$ cat config.mk
export PLATFORM = sky130hd
export DESIGN_NAME = digit_overlay_render_flat
export DESIGN_NICKNAME = d
export VERILOG_FILES = /design/src/rtl/digit_overlay_render_pkg.sv /design/src/rtl/digit_overlay_render_if.sv /design/src/rtl/digit_overlay_render_rom.sv /design/src/rtl/digit_overlay_render.sv /design/src/flat_wrapper.sv
export SDC_FILE = /design/constraint.sdc
export NUM_CORES = 1
export LEC_CHECK = 0
export ABC_AREA = 1
export CAP_MARGIN = 10
export CORE_MARGIN = 8
export CORE_UTILIZATION = 30
export CTS_BUF_LIST = sky130_fd_sc_hd__clkbuf_2
export DETAILED_ROUTE_END_ITERATION = 16
export GPL_ROUTABILITY_DRIVEN = 0
export MAX_ROUTING_LAYER = met4
export SYNTH_ARGS = -nofsm -noshare
export SYNTH_HDL_FRONTEND = slang
export SYNTH_SLANG_ARGS = --single-unit
$ cat constraint.sdc
create_clock -name clk -period 3.3 [get_ports clk]
set_input_delay 0.495 -clock clk [delete_from_list [all_inputs] [get_ports clk]]
set_output_delay 0.495 -clock clk [all_outputs]
set_load 0.01 [all_outputs]
$ cat src/rtl/digit_overlay_render_pkg.sv
// Shared constants and types for the digit overlay renderer.
// Glyph geometry, overlay colours and the stage-1 pipeline record live here.
package digit_overlay_render_pkg;

  localparam int GLYPH_W     = 8;
  localparam int GLYPH_H     = 16;
  localparam int GLYPH_SCALE = 2;
  localparam int CELL_W      = GLYPH_W * GLYPH_SCALE;
  localparam int CELL_H      = GLYPH_H * GLYPH_SCALE;

  localparam int MAX_DIGITS_DEF = 8;

  localparam logic [23:0] COLOR_TEXT = 24'hFFFFFF;
  localparam logic [23:0] COLOR_BOX  = 24'hFF0000;
  localparam logic [23:0] COLOR_SCAN = 24'h00FF00;

  // Everything stage 2 needs besides the glyph row, aligned with the ROM read.
  typedef struct packed {
    logic        hs;
    logic        vs;
    logic        de;
    logic [11:0] x;
    logic [11:0] y;
    logic [23:0] data;
    logic        in_text;
    logic [2:0]  gcol;
    logic        box_hit;
    logic        scan_hit;
  } stage1_t;

endpackage

$ cat src/rtl/digit_overlay_render_if.sv
// Video in/out, digit push handshake and recognition-box geometry bundle.
interface digit_overlay_render_if;
  logic        i_hs, i_vs, i_de;
  logic [11:0] i_x, i_y;
  logic [23:0] i_data;
  logic        digit_valid;
  logic [3:0]  digit_code;
  logic        digit_ready;
  logic [11:0] char_up, char_down, char_left, char_right;
  logic [11:0] row_scanf_line1, row_scanf_line2;
  logic        o_hs, o_vs, o_de;
  logic [11:0] o_x, o_y;
  logic [23:0] o_data;
  logic        overflow;

  modport master (
    output i_hs, i_vs, i_de, i_x, i_y, i_data, digit_valid, digit_code,
           char_up, char_down, char_left, char_right, row_scanf_line1, row_scanf_line2,
    input  digit_ready, o_hs, o_vs, o_de, o_x, o_y, o_data, overflow
  );

  modport slave (
    input  i_hs, i_vs, i_de, i_x, i_y, i_data, digit_valid, digit_code,
           char_up, char_down, char_left, char_right, row_scanf_line1, row_scanf_line2,
    output digit_ready, o_hs, o_vs, o_de, o_x, o_y, o_data, overflow
  );
endinterface

$ cat src/rtl/digit_overlay_render_rom.sv
// 8x16 digit glyph ROM with a registered read; codes 10-15 are blank.
module digit_glyph_rom
  import digit_overlay_render_pkg::*;
(
  input  logic               clk,
  input  logic [3:0]         code,
  input  logic [3:0]         row,
  output logic [GLYPH_W-1:0] glyph
);

  // Sixteen rows per glyph, row 0 in the top byte, bit 7 is the leftmost column.
  function automatic logic [127:0] glyph_rows(input logic [3:0] c);
    case (c)
      4'd0:    glyph_rows = 128'h00007CC6C6CEDEF6E6C6C67C00000000;
      4'd1:    glyph_rows = 128'h00001838781818181818187E00000000;
      4'd2:    glyph_rows = 128'h00007CC6060C183060C0C6FE00000000;
      4'd3:    glyph_rows = 128'h00007CC606063C060606C67C00000000;
      4'd4:    glyph_rows = 128'h00000C1C3C6CCCFE0C0C0C1E00000000;
      4'd5:    glyph_rows = 128'h0000FEC0C0C0FC060606C67C00000000;
      4'd6:    glyph_rows = 128'h00003860C0C0FCC6C6C6C67C00000000;
      4'd7:    glyph_rows = 128'h0000FEC606060C183030303000000000;
      4'd8:    glyph_rows = 128'h00007CC6C6C67CC6C6C6C67C00000000;
      4'd9:    glyph_rows = 128'h00007CC6C6C67E0606060C7800000000;
      default: glyph_rows = '0;
    endcase
  endfunction

  logic [127:0] rows;
  assign rows = glyph_rows(code);

  always_ff @(posedge clk) begin
    glyph <= rows[{4'd15 - row, 3'b000} +: GLYPH_W];
  end

endmodule

$ cat src/rtl/digit_overlay_render.sv
// Overlays a committed digit string, the recognition box and scan lines on video.
// Two-stage pipeline: stage 1 = geometry decode + glyph ROM read, stage 2 = colour select.
module digit_overlay_render
  import digit_overlay_render_pkg::*;
#(
  parameter int TEXT_X     = 16,
  parameter int TEXT_Y     = 16,
  parameter int MAX_DIGITS = MAX_DIGITS_DEF
) (
  input  logic                   clk,
  input  logic                   rst,
  digit_overlay_render_if.slave  bus
);

  localparam int          IDX_W = (MAX_DIGITS > 1) ? $clog2(MAX_DIGITS) : 1;
  localparam int          CNT_W = $clog2(MAX_DIGITS + 1);
  localparam logic [11:0] TX    = 12'(TEXT_X);
  localparam logic [11:0] TY    = 12'(TEXT_Y);

  logic [CNT_W-1:0] wr_cnt, disp_cnt;
  logic [3:0]       pending [MAX_DIGITS];
  logic [3:0]       disp    [MAX_DIGITS];
  logic             vs_q;
  logic [11:0]      up_r, down_r, left_r, right_r, line1_r, line2_r;
  logic             commit, wr_fire;

  assign bus.digit_ready = (wr_cnt < CNT_W'(MAX_DIGITS));
  assign wr_fire         = bus.digit_valid && bus.digit_ready;
  assign commit          = vs_q && !bus.i_vs;

  // NOTE: sequential state uses <= so every register samples pre-edge values.
  always_ff @(posedge clk) begin
    if (rst) begin
      vs_q         <= 1'b0;
      wr_cnt       <= '0;
      disp_cnt     <= '0;
      bus.overflow <= 1'b0;
      {up_r, down_r, left_r, right_r, line1_r, line2_r} <= '0;
      // NOTE: the small digit buffers are cleared so no stale code survives a reset.
      for (int i = 0; i < MAX_DIGITS; i++) begin
        pending[i] <= '0;
        disp[i]    <= '0;
      end
    end else begin
      vs_q <= bus.i_vs;
      if (bus.digit_valid && !bus.digit_ready) bus.overflow <= 1'b1;
      if (commit) begin
        for (int i = 0; i < MAX_DIGITS; i++) disp[i] <= pending[i];
        disp_cnt <= wr_cnt;
        up_r     <= bus.char_up;
        down_r   <= bus.char_down;
        left_r   <= bus.char_left;
        right_r  <= bus.char_right;
        line1_r  <= bus.row_scanf_line1;
        line2_r  <= bus.row_scanf_line2;
        // A write racing the commit opens the next frame's buffer.
        wr_cnt   <= wr_fire ? CNT_W'(1) : '0;
        if (wr_fire) pending[0] <= bus.digit_code;
      end else if (wr_fire) begin
        pending[wr_cnt[IDX_W-1:0]] <= bus.digit_code;
        wr_cnt <= wr_cnt + 1'b1;
      end
    end
  end

  logic [11:0]        dx, dy, text_w, mid;
  logic [3:0]         cell_code;
  logic [GLYPH_W-1:0] rom_q;
  stage1_t            s0, s1;

  // NOTE: every always_comb output gets a default first so no latch is inferred.
  always_comb begin
    s0        = '0;
    cell_code = 4'd0;
    dx        = bus.i_x - TX;
    dy        = bus.i_y - TY;
    text_w    = 12'(disp_cnt) * 12'(CELL_W);
    mid       = left_r + ((right_r - left_r) >> 1);
    for (int i = 0; i < MAX_DIGITS; i++) begin
      if (dx[11:4] == 8'(i)) cell_code = disp[i];
    end
    s0.hs       = bus.i_hs;
    s0.vs       = bus.i_vs;
    s0.de       = bus.i_de;
    s0.x        = bus.i_x;
    s0.y        = bus.i_y;
    s0.data     = bus.i_data;
    s0.in_text  = (bus.i_x >= TX) && (dx < text_w) && (bus.i_y >= TY) && (dy < 12'(CELL_H));
    s0.gcol     = dx[3:1];
    s0.box_hit  = ((bus.i_x == left_r || bus.i_x == right_r) && bus.i_y >= up_r && bus.i_y <= down_r) ||
                  ((bus.i_y == up_r || bus.i_y == down_r) && bus.i_x >= left_r && bus.i_x <= right_r);
    s0.scan_hit = ((bus.i_y == line1_r || bus.i_y == line2_r) && bus.i_x > left_r && bus.i_x <= right_r) ||
                  (bus.i_x == mid && bus.i_y > up_r && bus.i_y <= down_r);
  end

  digit_glyph_rom u_rom (
    .clk   (clk),
    .code  (cell_code),
    .row   (dy[4:1]),
    .glyph (rom_q)
  );

  always_ff @(posedge clk) begin
    if (rst) s1 <= '0;
    else     s1 <= s0;
  end

  logic [23:0] pix;

  always_comb begin
    pix = s1.data;
    if (s1.de) begin
      if (s1.in_text && rom_q[3'd7 - s1.gcol]) pix = COLOR_TEXT;
      else if (s1.box_hit)                     pix = COLOR_BOX;
      else if (s1.scan_hit)                    pix = COLOR_SCAN;
    end
  end

  always_ff @(posedge clk) begin
    if (rst) begin
      bus.o_hs   <= 1'b0;
      bus.o_vs   <= 1'b0;
      bus.o_de   <= 1'b0;
      bus.o_x    <= '0;
      bus.o_y    <= '0;
      bus.o_data <= '0;
    end else begin
      bus.o_hs   <= s1.hs;
      bus.o_vs   <= s1.vs;
      bus.o_de   <= s1.de;
      bus.o_x    <= s1.x;
      bus.o_y    <= s1.y;
      bus.o_data <= pix;
    end
  end

endmodule

$ cat src/flat_wrapper.sv
// flat-port wrapper written by rule: the top's interface ports become plain ports
module digit_overlay_render_flat import digit_overlay_render_pkg::*;
#(
  parameter int TEXT_X     = 16,
  parameter int TEXT_Y     = 16,
  parameter int MAX_DIGITS = MAX_DIGITS_DEF
)
  (clk, rst, bus_i_hs, bus_i_vs, bus_i_de, bus_i_x, bus_i_y, bus_i_data, bus_digit_valid, bus_digit_code, bus_char_up, bus_char_down, bus_char_left, bus_char_right, bus_row_scanf_line1, bus_row_scanf_line2, bus_digit_ready, bus_o_hs, bus_o_vs, bus_o_de, bus_o_x, bus_o_y, bus_o_data, bus_overflow);
  digit_overlay_render_if bus_i ();
  input  logic clk;
  input  logic rst;
  input wire logic [$bits(bus_i.i_hs)-1:0] bus_i_hs;
  input wire logic [$bits(bus_i.i_vs)-1:0] bus_i_vs;
  input wire logic [$bits(bus_i.i_de)-1:0] bus_i_de;
  input wire logic [$bits(bus_i.i_x)-1:0] bus_i_x;
  input wire logic [$bits(bus_i.i_y)-1:0] bus_i_y;
  input wire logic [$bits(bus_i.i_data)-1:0] bus_i_data;
  input wire logic [$bits(bus_i.digit_valid)-1:0] bus_digit_valid;
  input wire logic [$bits(bus_i.digit_code)-1:0] bus_digit_code;
  input wire logic [$bits(bus_i.char_up)-1:0] bus_char_up;
  input wire logic [$bits(bus_i.char_down)-1:0] bus_char_down;
  input wire logic [$bits(bus_i.char_left)-1:0] bus_char_left;
  input wire logic [$bits(bus_i.char_right)-1:0] bus_char_right;
  input wire logic [$bits(bus_i.row_scanf_line1)-1:0] bus_row_scanf_line1;
  input wire logic [$bits(bus_i.row_scanf_line2)-1:0] bus_row_scanf_line2;
  output wire logic [$bits(bus_i.digit_ready)-1:0] bus_digit_ready;
  output wire logic [$bits(bus_i.o_hs)-1:0] bus_o_hs;
  output wire logic [$bits(bus_i.o_vs)-1:0] bus_o_vs;
  output wire logic [$bits(bus_i.o_de)-1:0] bus_o_de;
  output wire logic [$bits(bus_i.o_x)-1:0] bus_o_x;
  output wire logic [$bits(bus_i.o_y)-1:0] bus_o_y;
  output wire logic [$bits(bus_i.o_data)-1:0] bus_o_data;
  output wire logic [$bits(bus_i.overflow)-1:0] bus_overflow;
  assign bus_i.i_hs = bus_i_hs;
  assign bus_i.i_vs = bus_i_vs;
  assign bus_i.i_de = bus_i_de;
  assign bus_i.i_x = bus_i_x;
  assign bus_i.i_y = bus_i_y;
  assign bus_i.i_data = bus_i_data;
  assign bus_i.digit_valid = bus_digit_valid;
  assign bus_i.digit_code = bus_digit_code;
  assign bus_i.char_up = bus_char_up;
  assign bus_i.char_down = bus_char_down;
  assign bus_i.char_left = bus_char_left;
  assign bus_i.char_right = bus_char_right;
  assign bus_i.row_scanf_line1 = bus_row_scanf_line1;
  assign bus_i.row_scanf_line2 = bus_row_scanf_line2;
  assign bus_digit_ready = bus_i.digit_ready;
  assign bus_o_hs = bus_i.o_hs;
  assign bus_o_vs = bus_i.o_vs;
  assign bus_o_de = bus_i.o_de;
  assign bus_o_x = bus_i.o_x;
  assign bus_o_y = bus_i.o_y;
  assign bus_o_data = bus_i.o_data;
  assign bus_overflow = bus_i.overflow;
  digit_overlay_render #(.TEXT_X(TEXT_X), .TEXT_Y(TEXT_Y), .MAX_DIGITS(MAX_DIGITS)) u_core (.clk(clk), .rst(rst), .bus(bus_i));
endmodule
After elaboration in Yosys (flattened, before gate mapping) --
Memories as Yosys holds them, arrays and structs flattened. Index checks and enable logic that the tools add are counted.
Storage, ports and cells: register bits 197, bits in writable memories 64, memory bits (read-only) 1120, bits of input ports 130, output and inout port bits 53, memories kept 3
Memories:
- (name not given) | words 16, bits a word 70, read ports 1, clocked after Yosys merged registers in 0, wr ports 0, RTL line digit_overlay_render_rom.sv:13 | case (c)
- u_core.disp | words 8, bits a word 4, read ports 8, clocked after Yosys merged registers in 0, wr ports 8, RTL line digit_overlay_render.sv:22 | logic [3:0] disp [MAX_DIGITS];
- u_core.pending | words 8, bits a word 4, read ports 8, clocked after Yosys merged registers in 0, wr ports 8, RTL line digit_overlay_render.sv:21 | logic [3:0] pending [MAX_DIGITS];
Cells by class: add/subtract/negate cells 7, magnitude comparators 12, equal/unequal tests 14, shift operators 1, muxes and demuxes 41, bitwise logic cells 9, reduce and logical (&&, ||, !) cells 25
Operators with widths (number):
- 128-bit by 8-bit variable part select with 8-bit output | 1
- 24-bit 2-to-1 mux | 4
- 12-bit == test | 7
- 4-bit 2-to-1 mux | 20
- 8-bit by 3-bit == test with 1-bit output, second input constant | 4
- 12-bit >= comparator | 2
- 12-bit by 5-bit >= comparator with 1-bit output, second input constant | 2
- 12-bit greater-than comparator | 2
- 12-bit <= comparator | 2
- 12-bit by 5-bit subtractor with 12-bit output, second input constant | 2
- 8-bit by 2-bit == test with 1-bit output, second input constant | 2
- 1-bit logical AND | 15
- 1-bit 2-to-1 mux | 15
- 12-bit by 11-bit adder with 12-bit output | 1
- 12-bit by 6-bit < comparator with 1-bit output, second input constant | 1
- 12-bit by 8-bit < comparator with 1-bit output | 1
- 12-bit subtractor | 1
- 1-bit bitwise OR | 9
- 8-bit by 1-bit == test with 1-bit output, second input constant | 1
- 8-bit logical NOT | 1
- 1-bit logical OR | 5
- 4-bit by 1-bit adder with 4-bit output, second input constant | 1
- 3-bit by 4-bit < comparator with 1-bit output, second input constant | 1
- 4-bit < comparator, second input constant | 1
- 7 further kinds | 8

Depth between registers and ports, before layout --
Gate-level depths: netlist (run 1). An unclocked memory read counts as a cell.
depth after elaboration 12, depth in mapped cells 29, mapped depth without buffers 29

Cells and area by module --
From an unflattened synthesis (run 1), not the netlist that was laid out.
Second synthesis, totals: cells, all modules 1598, area, all modules 12808.5 µm²
Modules (own cells, without submodules):
- digit_overlay_render | instances 1, cells an instance 1378, area each 11591.1 µm², seq. area each 5645.4 µm²
- digit_glyph_rom | instances 1, cells an instance 220, area each 1217.4 µm², seq. area each 140.1 µm²

Worst setup path after synthesis (run 1) --
No wires, ideal clock.
path kind input to register, start point input bus_i_x[5], end point register u_core.u_rom.glyph[6], setup time 59 ps, data arrival time 3292 ps, path slack -50 ps, cell stages on the path 27, cells stage by stage inv_1 > ha_1 > xnor2_2 > nand3_1 > nor2_1 > nand2_1 > o21ai_0 > inv_1 > nand2_1 > nand3_1 > nand2_1 > nand2_1 > nand2_1 > nand2_1 > inv_1 > ha_1 > inv_1 > nand3_1 > o21ai_0 > nand2_1 > nand2_1 > nand2_1 > nand2_1 > nand2_1 > nand2_1 > nand2_1 > nand2_1
On the way: longest elaborated chain between the ends 12
Ends and longest elaborated chain:
- from (decl) | RTL line flat_wrapper.sv:15 | input wire logic [$bits(bus_i.i_x)-1:0] bus_i_x;
- 12-bit by 5-bit subtractor with 12-bit output (*) | RTL line digit_overlay_render.sv:75 | dx = bus.i_x - TX;
- 8-bit logical NOT | RTL line digit_overlay_render.sv:80 | if (dx[11:4] == 8'(i)) cell_code = disp[i];
- 4-bit 2-to-1 mux (7 in series) | RTL line digit_overlay_render.sv:80
- 4-bit 2-to-1 mux (*) | RTL line digit_overlay_render.sv:80
- memory 16 x 70 bit (*)
- 128-bit by 8-bit variable part select with 8-bit output (*) | RTL line digit_overlay_render_rom.sv:32 | glyph <= rows[{4'd15 - row, 3'b000} +: GLYPH_W];
- to (signal assigned) | RTL line digit_overlay_render_rom.sv:32
- to (decl) | RTL line digit_overlay_render_rom.sv:8 | output logic [GLYPH_W-1:0] glyph
Mark *: on every way between the ends. The rest lies on a longest branch, timed or not. A chain may end at the register's enable or synchronous reset.

Worst setup path after layout (run 1) --
start point register u_core.left_r[0], end point register u_core.s1[0] in the netlist's numbering
On the way: longest elaborated chain between the ends 6
Ends and longest elaborated chain:
- from (decl) | RTL line digit_overlay_render.sv:24 | logic [11:0] up_r, down_r, left_r, right_r, line1_r, line2_r;
- from (signal assigned) | RTL line digit_overlay_render.sv:52 | left_r <= bus.char_left;
- 12-bit subtractor | RTL line digit_overlay_render.sv:78 | mid = left_r + ((right_r - left_r) >> 1);
- 12-bit by 11-bit adder with 12-bit output | RTL line digit_overlay_render.sv:78
- 12-bit == test | RTL line digit_overlay_render.sv:93 | (bus.i_x == mid && bus.i_y > up_r && bus.i_y <= down_r);
- 1-bit logical AND (2 in series) | RTL line digit_overlay_render.sv:93
- 1-bit logical OR (*) | RTL line digit_overlay_render.sv:92 | s0.scan_hit = ((bus.i_y == line1_r || bus.i_y == line2_r) && bus.i_x > left_r && bus.i_x <= right_r) ||
- to (signal assigned) | RTL line digit_overlay_render.sv:104 | if (rst) s1 <= '0;
- to (signal assigned) | RTL line digit_overlay_render.sv:105 | else s1 <= s0;
- to (decl) | RTL line digit_overlay_render.sv:69 | stage1_t s0, s1;
Marked as above.

==> results of run 1 <==
-- worst max-delay path, stage by stage, from the launching register on --
cell and delay, ns:
dfxtp_1 0.34, inv_1 0.07, nor2_4 0.14, fa_2 0.44, inv_1 0.07, ha_2 0.20
fa_1 0.43, xor2_1 0.15, nor2_1 0.11, o21ai_0 0.09, a21oi_1 0.12, and3_1 0.17
o21ai_0 0.09, nor4_1 0.23, buf_4 0.16, nand4_1 0.10, nor2_1 0.11, nand4_1 0.11
a21oi_2 0.13
-- cell usage in the layout, fill, tap and decap left out, types with 5 or more instances in the layout --
master	instances
inv_2	12
nor4_1	5
a21oi_2	11
ha_1	82
inv_1	239
nor2_1	200
a32o_1	21
clkdlybuf4s50_1	181
o21ai_0	96
nand3_1	117
nand4_1	22
ha_4	5
xor2_1	32
a21oi_1	60
nor2_2	8
nand2_1	198
nor3_1	7
dfxtp_1	189
nand2_2	11
buf_4	135
xnor2_1	14
clkinv_1	18
o211ai_1	10
edfxtp_1	64
o21ai_1	11
o22ai_1	8
clkbuf_2	93
-- layer usage --
layer / routed length (um) / vias to the layer above / GRT usage (%)
li1: - / 5702 / -
met1: 16200 / 5237 / 18.5
met2: 17200 / 320 / 24.8
met3: 2680 / 72 / 3.50
met4: 927 / 0 / 5.45
met5: 0 / - / -
-- worst min-delay path by stage --
stage / to / from / slack, ns
2_1_floorplan: u_core.bus.o_hs$_SDFF_PP0_ / u_core.s1[56]$_SDFF_PP0_ / 0.39
3_3_place_gp: u_core.bus.o_x[11]$_SDFF_PP0_ / u_core.s1[53]$_SDFF_PP0_ / 0.39
3_5_place_dp: u_core.bus.o_x[11]$_SDFF_PP0_ / u_core.s1[53]$_SDFF_PP0_ / 0.40
4_1_cts: u_core.s1[22]$_SDFF_PP0_ / bus_i_data[16] / 0.05
5_1_grt: u_core.s1[23]$_SDFF_PP0_ / bus_i_data[17] / 0.07
6_report: u_core.s1[12]$_SDFF_PP0_ / bus_i_data[6] / 0.15
-- final cells by class --
| type | count | area [um2] |
|---|---|---|
| multi-input combinational | 972 | 5800 |
| inverter | 253 | 955 |
| tap | 539 | 674 |
| fill | 4173 | 25000 |
| clock inverter | 23 | 120 |
| sequential | 257 | 5800 |
| timing repair buffer | 319 | 2860 |
| antenna | 2 | 5.00 |
| clock buffer | 93 | 465 |
-- stage by stage --
step | hold slack, ns | utilization [%] | setup slack, ns | std cells | area (um2)
after CTS | 0.0499 | 39.7 | -0.0297 | 2453 | 16600
after detailed placement | 0.395 | 38.0 | -0.454 | 2335 | 15800
final | 0.153 | 40.0 | -0.00906 | 2458 | 16700
after global routing | 0.0657 | 40.0 | -0.206 | 2458 | 16700
after floorplan | 0.388 | - | 0.00714 | 1533 | 12600
after global placement | 0.389 | 38.0 | -0.378 | 2335 | 15800
-- cells by family after synthesis --
| logic type | Yosys count | synth area share [%] |
|---|---|---|
| compound gates | 241 | 11.2 |
| xor+xnor | 49 | 3.47 |
| buf+inv | 304 | 9.36 |
| simple gates | 592 | 20.8 |
| flops | 257 | 46.0 |
| fa+ha+maj | 90 | 9.08 |
-- power by group --
group / internal (W) / switching [W] / total, W
Sequential: 0.00336 / 0.0000518 / 0.00341
Clock: 0.000840 / 0.00133 / 0.00217
Combinational: 0.000601 / 0.000663 / 0.00126
-- sequential cells by signal, summed over array words and instances, names as in the netlist --
signal               count
u_core.bus.overflow      1
u_core.disp_cnt          4
u_core.bus.o_vs          1
u_core.bus.o_de          1
u_core.up_r             12
u_core.s1               54
u_core.bus.o_x          12
u_core.left_r           12
u_core.pending          32
u_core.line1_r          12
u_core.wr_cnt            4
u_core.disp             32
u_core.u_rom.glyph       7
u_core.bus.o_data       24
u_core.right_r          12
u_core.down_r           12
u_core.bus.o_y          12
u_core.line2_r          12
u_core.bus.o_hs          1
-- timing repair --
item	CTS	global route
pin swaps	23	20
setup buffers	1	3
hold endpoints to repair	18	0
gates resized for setup	28	22
hold buffers	1	0
endpoints found under the setup margin	1	4
gates cloned	0	0
==> metrics.csv, run 1 <==
metric,value,unit
status,"complete, but fails checks",
violated checks,setup timing,
H-tree depth,3,
Post-synth EDFFs,64,
crit path DAT,4.10,ns
r2r setup slk,-0.009,ns
first-pass GRT wire length,58000,um
top_reg_cell synth,dfxtp_1,
Leak Pwr,7.54,nW
CP Max Fanout,2,
reg-to-reg critical path endpoint,u_core.s1[0]$_SDFF_PP0_,
Clock Path Buffers,3,
Netlist Area Pre-Place,0.0126,mm2
Worst IR Drop VDD,0.190,mV
Seq cells post-synth,257,
pwr/cell area,411,mW/mm2
antenna violations before repair,2,
number of DRC markers in iteration 0,602,
Avg WL per Cell,15.1,um
Critical Path Source,u_core.left_r[0]$_SDFFE_PP0P_,
setup TNS,-0.00906,ns
clock-pin slew on the worst setup and hold paths,0.11,ns
worst r2r src,u_core.left_r[0]$_SDFFE_PP0P_,
Required @ worst endpoint,4.09,ns
RSZ-0062 raised after global routing,yes,
fin crit share,100,%
TritonCTS buffer count,69,
"count leader, synth",inv_1,
IO Count,183,
Total Power,0.00685,W
gr ovfl total,0,
CP endpoint kind,flop,
final wirelength,37000,um
GR Util All Layers,15.3,%
Hold Path Depth,3,
MaxCap Viol Count,0,
dpl hpwl,27400,um
syn_nets,1753,
row count,75,
clk root buf,clkbuf_2,
clock latency on the worst-skew pair,0.87,ns
"Distinct cells, synth",55,
crit path kind,flop to flop,
top-area cell type share of the netlist area,30.7,%
die width,221,um
count of pins over their slew limit,0,
final-report hold violation count,0,
core box area,0.0417,mm2
Die H,221,um
Synth area leaders,"dfxtp_1 (31%), edfxtp_1 (15%), ha_1 (8.8%), inv_1 (7.3%), nor2_1 (6.1%)",
Setup Viol. Count Final,1,
Routed Antenna Nets,0,
clock sinks,257,
Synth async-reset ratio,0,%
"top cells by count, synth","inv_1 (243), nor2_1 (205), nand2_1 (199)",
min-delay worst type,input port to flop,
CTS tree,built,
initial core utilization,30.2,%
YS warnings,0,
Setup crit end,u_core.s1[0]$_SDFF_PP0_,
Clock Skew,0.0553,ns
Nets,2092,
Area Overhead vs Synth,32.6,%
startpoint types,flop,
DRC,0,
Register-to-Register Path Depth,18,
Worst-Margin Slew,0.974,ns
Mean Syn Cell Area,8.20,um2
DR pass1 iterations,5,
vias in the first global route,11400,
Fmax,0.302,GHz
layout cells sized above 1,16.6,%
Setup WS post-layout,-0.00906,ns
via/cell ratio,4.61,
full die area,0.0487,mm2
input/output buffers,182,
dominant cell type by area after synthesis,dfxtp_1,
sequential share of the synthesized area,46.0,%
DR vias,11300,
Mapped Cells,1533,
largest net degree at the start of global routing,88,
final critical-path required period,3.31,ns
relative slew slack,35.1,%
Note: power is estimated with default switching activity, not from simulation.
==> run 2: changes to the inputs <==
--- a/config.mk
+++ b/config.mk
@@ -11,7 +11,7 @@
 export CORE_UTILIZATION = 30
 export CTS_BUF_LIST = sky130_fd_sc_hd__clkbuf_2
 export DETAILED_ROUTE_END_ITERATION = 16
-export GPL_ROUTABILITY_DRIVEN = 0
+export GPL_ROUTABILITY_DRIVEN = 1
 export MAX_ROUTING_LAYER = met4
 export SYNTH_ARGS = -nofsm -noshare
 export SYNTH_HDL_FRONTEND = slang
==> constraint.sdc (replaced) <==
create_clock -name clk -period 4.3 [get_ports clk]
set_input_delay 0.645 -clock clk [delete_from_list [all_inputs] [get_ports clk]]
set_output_delay 0.645 -clock clk [all_outputs]
set_load 0.01 [all_outputs]
==> run 2 against run 1 <==
Effect of this change:
- the run now ends clean
- power is 23% lower
- die area is the same
- sequential cell count is the same
- critical endpoint unchanged
- largest cell class unchanged
==> metrics.csv, run 2 (same netlist as run 1, synthesis figures left out) <==
metric,value,unit
placed inst area,0.0151,mm2
status,"complete, no violations",
min-delay worst type,input port to flop,
full die area,0.0487,mm2
Comb power frac,16.1,%
Fmax,0.270,GHz
Die H,221,um
hold buffers post-CTS,0,
clk root buf,clkbuf_2,
hold_ws,0.192,ns
worst r2r src,u_core.right_r[1]$_SDFFE_PP0P_,
initial core utilization,30.2,%
hold endpoint,u_core.s1[49]$_SDFF_PP0_,
CTS tree,built,
crit path kind,flop to flop,
first-pass GRT wire length,58000,um
GR Util All Layers,15.7,%
number of DRC markers in iteration 0,668,
setup TNS,0,ns
fin crit share,86.3,%
r2r setup slk,0.59,ns
clock sinks,257,
Worst-Margin Slew,0.885,ns
row count,75,
CP Max Fanout,4,
Register-to-Register Path Depth,19,
area of the multi-input gates,0.00562,mm2
Hold Path Depth,2,
P_int,0.00369,W
final-report hold violation count,0,
most frequent cells in the layout,"inv_1 (242), nor2_1 (203), nand2_1 (199), dfxtp_1 (193), clkdlybuf4s50_1 (181)",
input/output buffers,182,
Biggest register,u_core.s1,
net switching power,0.00157,W
dpl hpwl,28400,um
final wirelength,37800,um
count of pins over their slew limit,0,
Total Power,0.00525,W
gr ovfl total,0,
fill count,4361,
clock-pin slew on the worst setup and hold paths,0.08,ns
max FFs per register,54,
IO Count,183,
DR vias,11000,
core box area,0.0417,mm2
crit path DAT,4.45,ns
antenna violations before repair,5,
Final Instance Area,0.0158,mm2
post-CTS setup buffers,0,
RSZ-0062 raised after global routing,no,
Net Sw Frac,29.8,%
clock latency on the worst-skew pair,0.90,ns
DRC,0,
H-tree depth,3,
HP Start,rst,
Area Overhead vs Synth,25.6,%
Clock Path Buffers,3,
"most common cell after layout, fill and taps aside",inv_1,
DR pass1 iterations,5,
Worst IR Drop VDD,0.172,mV
largest net degree at the start of global routing,63,
MaxCap Viol Count,0,
TritonCTS buffer count,73,
relative slew slack,40.6,%
FF+latch area,0.00579,mm2
via/cell ratio,4.62,
Avg WL per Cell,15.9,um
die width,221,um
Routed Antenna Nets,0,
biggest regs,"u_core.s1 x54, u_core.disp x32, u_core.pending x32",
final critical-path required period,3.71,ns
post-cts sizing count,0,
Setup Viol. Count Final,0,
Seq pwr share,49.9,%
reg-to-reg critical path endpoint,u_core.s1[0]$_SDFF_PP0_,
Nets,1994,
startpoint types,flop,
CP endpoint kind,flop,
pwr/cell area,333,mW/mm2
vias in the first global route,10800,
Required @ worst endpoint,5.04,ns
placer congestion estimate,0.903,
Leak Pwr,7.08,nW
Clock Skew,0.0846,ns
layout cells sized above 1,10.8,%
clock group share of total power,34.0,%
==> run 2: changes by cell type in the layout (fill, tap and decap cells not counted), moves of 5 or more <==
cell,change
a21oi_1,+11
clkinv_1,-6
ha_1,+6
clkbuf_2,+17
ha_4,-5
o21ai_0,+5
buf_4,-99
a21oi_2,-10
==> run 2: power groups by stage <==
stage	registers (W)	logic [W]	clock network [W]
after floorplan	0.00267	0.000484	0
after global placement	0.00268	0.000838	0
after global routing	0.00263	0.000945	0.00201
final	0.00262	0.000844	0.00179
after detailed placement	0.00268	0.000845	0
after CTS	0.00262	0.000852	0.00189
==> run 2: metal layers <==
layer  share of wire [%]  track usage, %  up-vias
met3                 6.9            4.22       78
met5                   0               -        -
met2                  45            24.5      332
met4                 3.0            6.56        0
li1                    -               -     5528
met1                  45            19.0     5023
==> run 2: worst max-delay path, cell delays in order (launching register included) <==
cell	delay [ns]
dfxtp_1	0.35
inv_1	0.09
fa_1	0.46
o21ai_0	0.35
a21oi_1	0.13
o21bai_1	0.22
a21oi_1	0.09
o21ai_0	0.31
xor2_1	0.17
inv_1	0.06
ha_1	0.33
a21oi_1	0.16
o21ai_0	0.14
a21oi_1	0.17
nor2_1	0.06
nor2_1	0.12
xor2_1	0.15
inv_1	0.05
nand4_1	0.09
a21oi_1	0.07
==> run 2: final cells by class <==
cell class              count  area share (%)
inverters                 253            6.03
clock buffers             110            3.49
well taps                 539            4.27
repair buffers            217            13.2
multi-input cells         972            35.6
diodes                      5          0.0793
clock inverters            19           0.698
flip-flops and latches    257            36.7
==> run 2: worst max-delay path by stage <==
stage                                    from  slack (ns)  cells past startpoint                             to
6_report       u_core.right_r[1]$_SDFFE_PP0P_        0.59                     19        u_core.s1[0]$_SDFF_PP0_
2_1_floorplan                      bus_i_x[5]        0.80                     27  u_core.u_rom.glyph[6]$_DFF_P_
3_5_place_dp                       bus_i_x[4]        0.11                     26  u_core.u_rom.glyph[6]$_DFF_P_
4_1_cts        u_core.right_r[1]$_SDFFE_PP0P_        0.56                     19        u_core.s1[0]$_SDFF_PP0_
5_1_grt         u_core.left_r[1]$_SDFFE_PP0P_        0.12                     20        u_core.s1[0]$_SDFF_PP0_
3_3_place_gp                       bus_i_x[4]        0.14                     26  u_core.u_rom.glyph[6]$_DFF_P_
==> run 2: metrics by stage <==
stage          std cells  worst slack [ns]  util, %
3_3_place_gp        2238             0.143     36.3
2_1_floorplan       1533             0.800        -
3_5_place_dp        2238             0.115     36.3
6_report            2372             0.590     37.9
4_1_cts             2367             0.562     37.8
5_1_grt             2372             0.124     37.9
==> run 3: changes to the inputs <==
--- a/config.mk
+++ b/config.mk
@@ -12,6 +12,7 @@
 export CTS_BUF_LIST = sky130_fd_sc_hd__clkbuf_2
 export DETAILED_ROUTE_END_ITERATION = 16
 export GPL_ROUTABILITY_DRIVEN = 1
+export GPL_TIMING_DRIVEN = 0
 export MAX_ROUTING_LAYER = met4
 export SYNTH_ARGS = -nofsm -noshare
 export SYNTH_HDL_FRONTEND = slang
==> run 3 against run 2 <==
Effect of this change:
- register-to-register slack got worse by 0.13 ns
- fmax fell by 5.9%
- clock power fell by 5%
- sequential cell count did not move
- critical path depth rose by 9
- global-route usage rose by 0.64 points
- non-clock buffer count rose by 17
- critical path type is now input port to flop
- critical endpoint is now u_core.u_rom.glyph[6]$_DFF_P_
- largest power group unchanged
==> metrics.csv, run 3 (same netlist as run 1, synthesis figures left out) <==
metric,value,unit
worst path buffer plus inverter count,5,
DRC,0,
antenna violations before repair,3,
r2r setup slk,0.46,ns
clock sinks,257,
crit path DAT,4.75,ns
startpoint types,input port,
wire length on met2,18100,um
GR Util All Layers,16.3,%
Nets,2010,
clk root buf,clkbuf_2,
first-pass GRT wire length,59300,um
DR pass1 iterations,7,
CP endpoint kind,flop,
post-CTS setup buffers,0,
Avg WL per Cell,16.6,um
vias in the first global route,10800,
most frequent cells in the layout,"inv_1 (243), nor2_1 (205), nand2_1 (199), dfxtp_1 (193), clkdlybuf4s50_1 (179)",
Area Overhead vs Synth,25.1,%
pwr/cell area,329,mW/mm2
Worst-Margin Slew,1.05,ns
biggest regs,"u_core.s1 x54, u_core.disp x32, u_core.pending x32",
core box area,0.0417,mm2
clock latency on the worst-skew pair,0.89,ns
MaxCap Viol Count,0,
final critical-path required period,3.94,ns
CP top delay family,simple AND/OR/NAND/NOR gates,
final-report hold violation count,0,
dpl hpwl,31000,um
min-delay worst type,input port to flop,
count of pins over their slew limit,0,
Biggest register,u_core.s1,
Register-to-Register Path Depth,20,
Required @ worst endpoint,5.11,ns
Crit path top cell by count,nand2_1,
number of DRC markers in iteration 0,813,
Clock Path Buffers,3,
wl on met1,17500,um
crit path kind,input port to flop,
Clock Skew,0.0782,ns
Routed Antenna Nets,0,
H-tree depth,3,
DR vias,11100,
hold endpoint,u_core.bus.o_de$_SDFF_PP0_,
full die area,0.0487,mm2
HP Start,rst,
critical path's slowest cell,dlymetal6s2s_1,
worst r2r src,u_core.left_r[1]$_SDFFE_PP0P_,
largest net degree at the start of global routing,39,
hold_ws,0.272,ns
Net Sw Frac,30.0,%
Comb power frac,16.4,%
RSZ-0062 raised after global routing,no,
status,"complete, no violations",
IO Count,183,
Die H,221,um
"Core Util, Final",37.7,%
Leak Pwr,6.99,nW
via/cell ratio,4.65,
gr ovfl total,0,
clock group share of total power,32.9,%
final wirelength,39500,um
fill count,4373,
max layer used,met4,
input/output buffers,181,
net switching power,0.00155,W
relative slew slack,30.2,%
CP Depth,28,
placer congestion estimate,0.904,
layout cells sized above 1,8.61,%
"most common cell after layout, fill and taps aside",inv_1,
P_int,0.00362,W
Setup Viol. Count Final,0,
Seq pwr share,50.7,%
DR WL met3,2860,um
row count,75,
Fmax,0.254,GHz
reg-to-reg critical path endpoint,u_core.s1[0]$_SDFF_PP0_,
Hold Path Depth,2,
CP Max Fanout,9,
CTS tree,built,
clock-pin slew on the worst setup and hold paths,0.09,ns
Worst IR Drop VDD,0.132,mV
initial core utilization,30.2,%
max FFs per register,54,
die width,221,um
fin crit share,91.7,%
TritonCTS buffer count,72,
CP peak stage delay,0.41,ns
==> run 3: changes by cell type in the layout (fill, tap and decap cells not counted), sizes merged <==
cell and delta:
buf -22, clkbuf +28, clkdlybuf4s50 -2, clkinv +1, diode -2, dlymetal6s2s +2
inv +1
==> run 3: power by group through the flow <==
stage	clock (W)	sequential, W	combinational [W]
after floorplan	0	0.00267	0.000484
after global placement	0	0.00268	0.000836
after detailed placement	0	0.00268	0.000847
after CTS	0.00177	0.00262	0.000853
after global routing	0.00190	0.00263	0.000945
final	0.00170	0.00262	0.000850
==> run 3: metal layers <==
layer,global-route usage (%),vias up
met4,6.07,0
met5,-,-
met2,26.1,370
met1,19.9,5060
met3,3.87,59
li1,-,5565
==> run 3: worst max-delay path by stage <==
stage / startpoint / end / slack [ns]
2_1_floorplan: bus_i_x[5] / u_core.u_rom.glyph[6]$_DFF_P_ / 0.80
3_3_place_gp: bus_i_vs / u_core.disp[1][14]$_SDFFCE_PP0P_ / -1.21
3_5_place_dp: bus_i_x[4] / u_core.u_rom.glyph[6]$_DFF_P_ / -0.96
4_1_cts: bus_i_x[4] / u_core.u_rom.glyph[6]$_DFF_P_ / 0.02
5_1_grt: bus_i_x[4] / u_core.u_rom.glyph[6]$_DFF_P_ / 0.005
6_report: bus_i_x[4] / u_core.u_rom.glyph[6]$_DFF_P_ / 0.36
==> run 3: what timing repair did <==
item,4_1_cts,5_1_grt
hold buffers,0,0
gates resized for setup,0,3
endpoints found under the setup margin,0,7
endpoints found under the hold margin,0,0
==> run 3: final cells by class <==
class                   instances  area, um2  area share [%]
multi-input cells             972       5620            35.7
flip-flops and latches        257       5790            36.8
well taps                     539        674            4.29
clock buffers                  99        495            3.15
clock inverters                21        115           0.732
inverters                     253        952            6.06
diodes                          3       7.51          0.0478
repair buffers                183       1850            11.8
plain buffers                  51        225            1.43
==> run 3: through the flow <==
stage / TNS, ns / total power, W / instances / cell area, um2 / setup slack, ns
finish: 0 / 0.00517 / 2378 / 15700 / 0.358
CTS: 0 / 0.00524 / 2375 / 15700 / 0.0171
global route: 0 / 0.00548 / 2378 / 15700 / 0.00502
floorplan: 0 / 0.00316 / 1533 / 12600 / 0.800
detailed placement: -5.84 / 0.00352 / 2255 / 15100 / -0.957
global placement: -54.24 / 0.00351 / 2253 / 15100 / -1.21
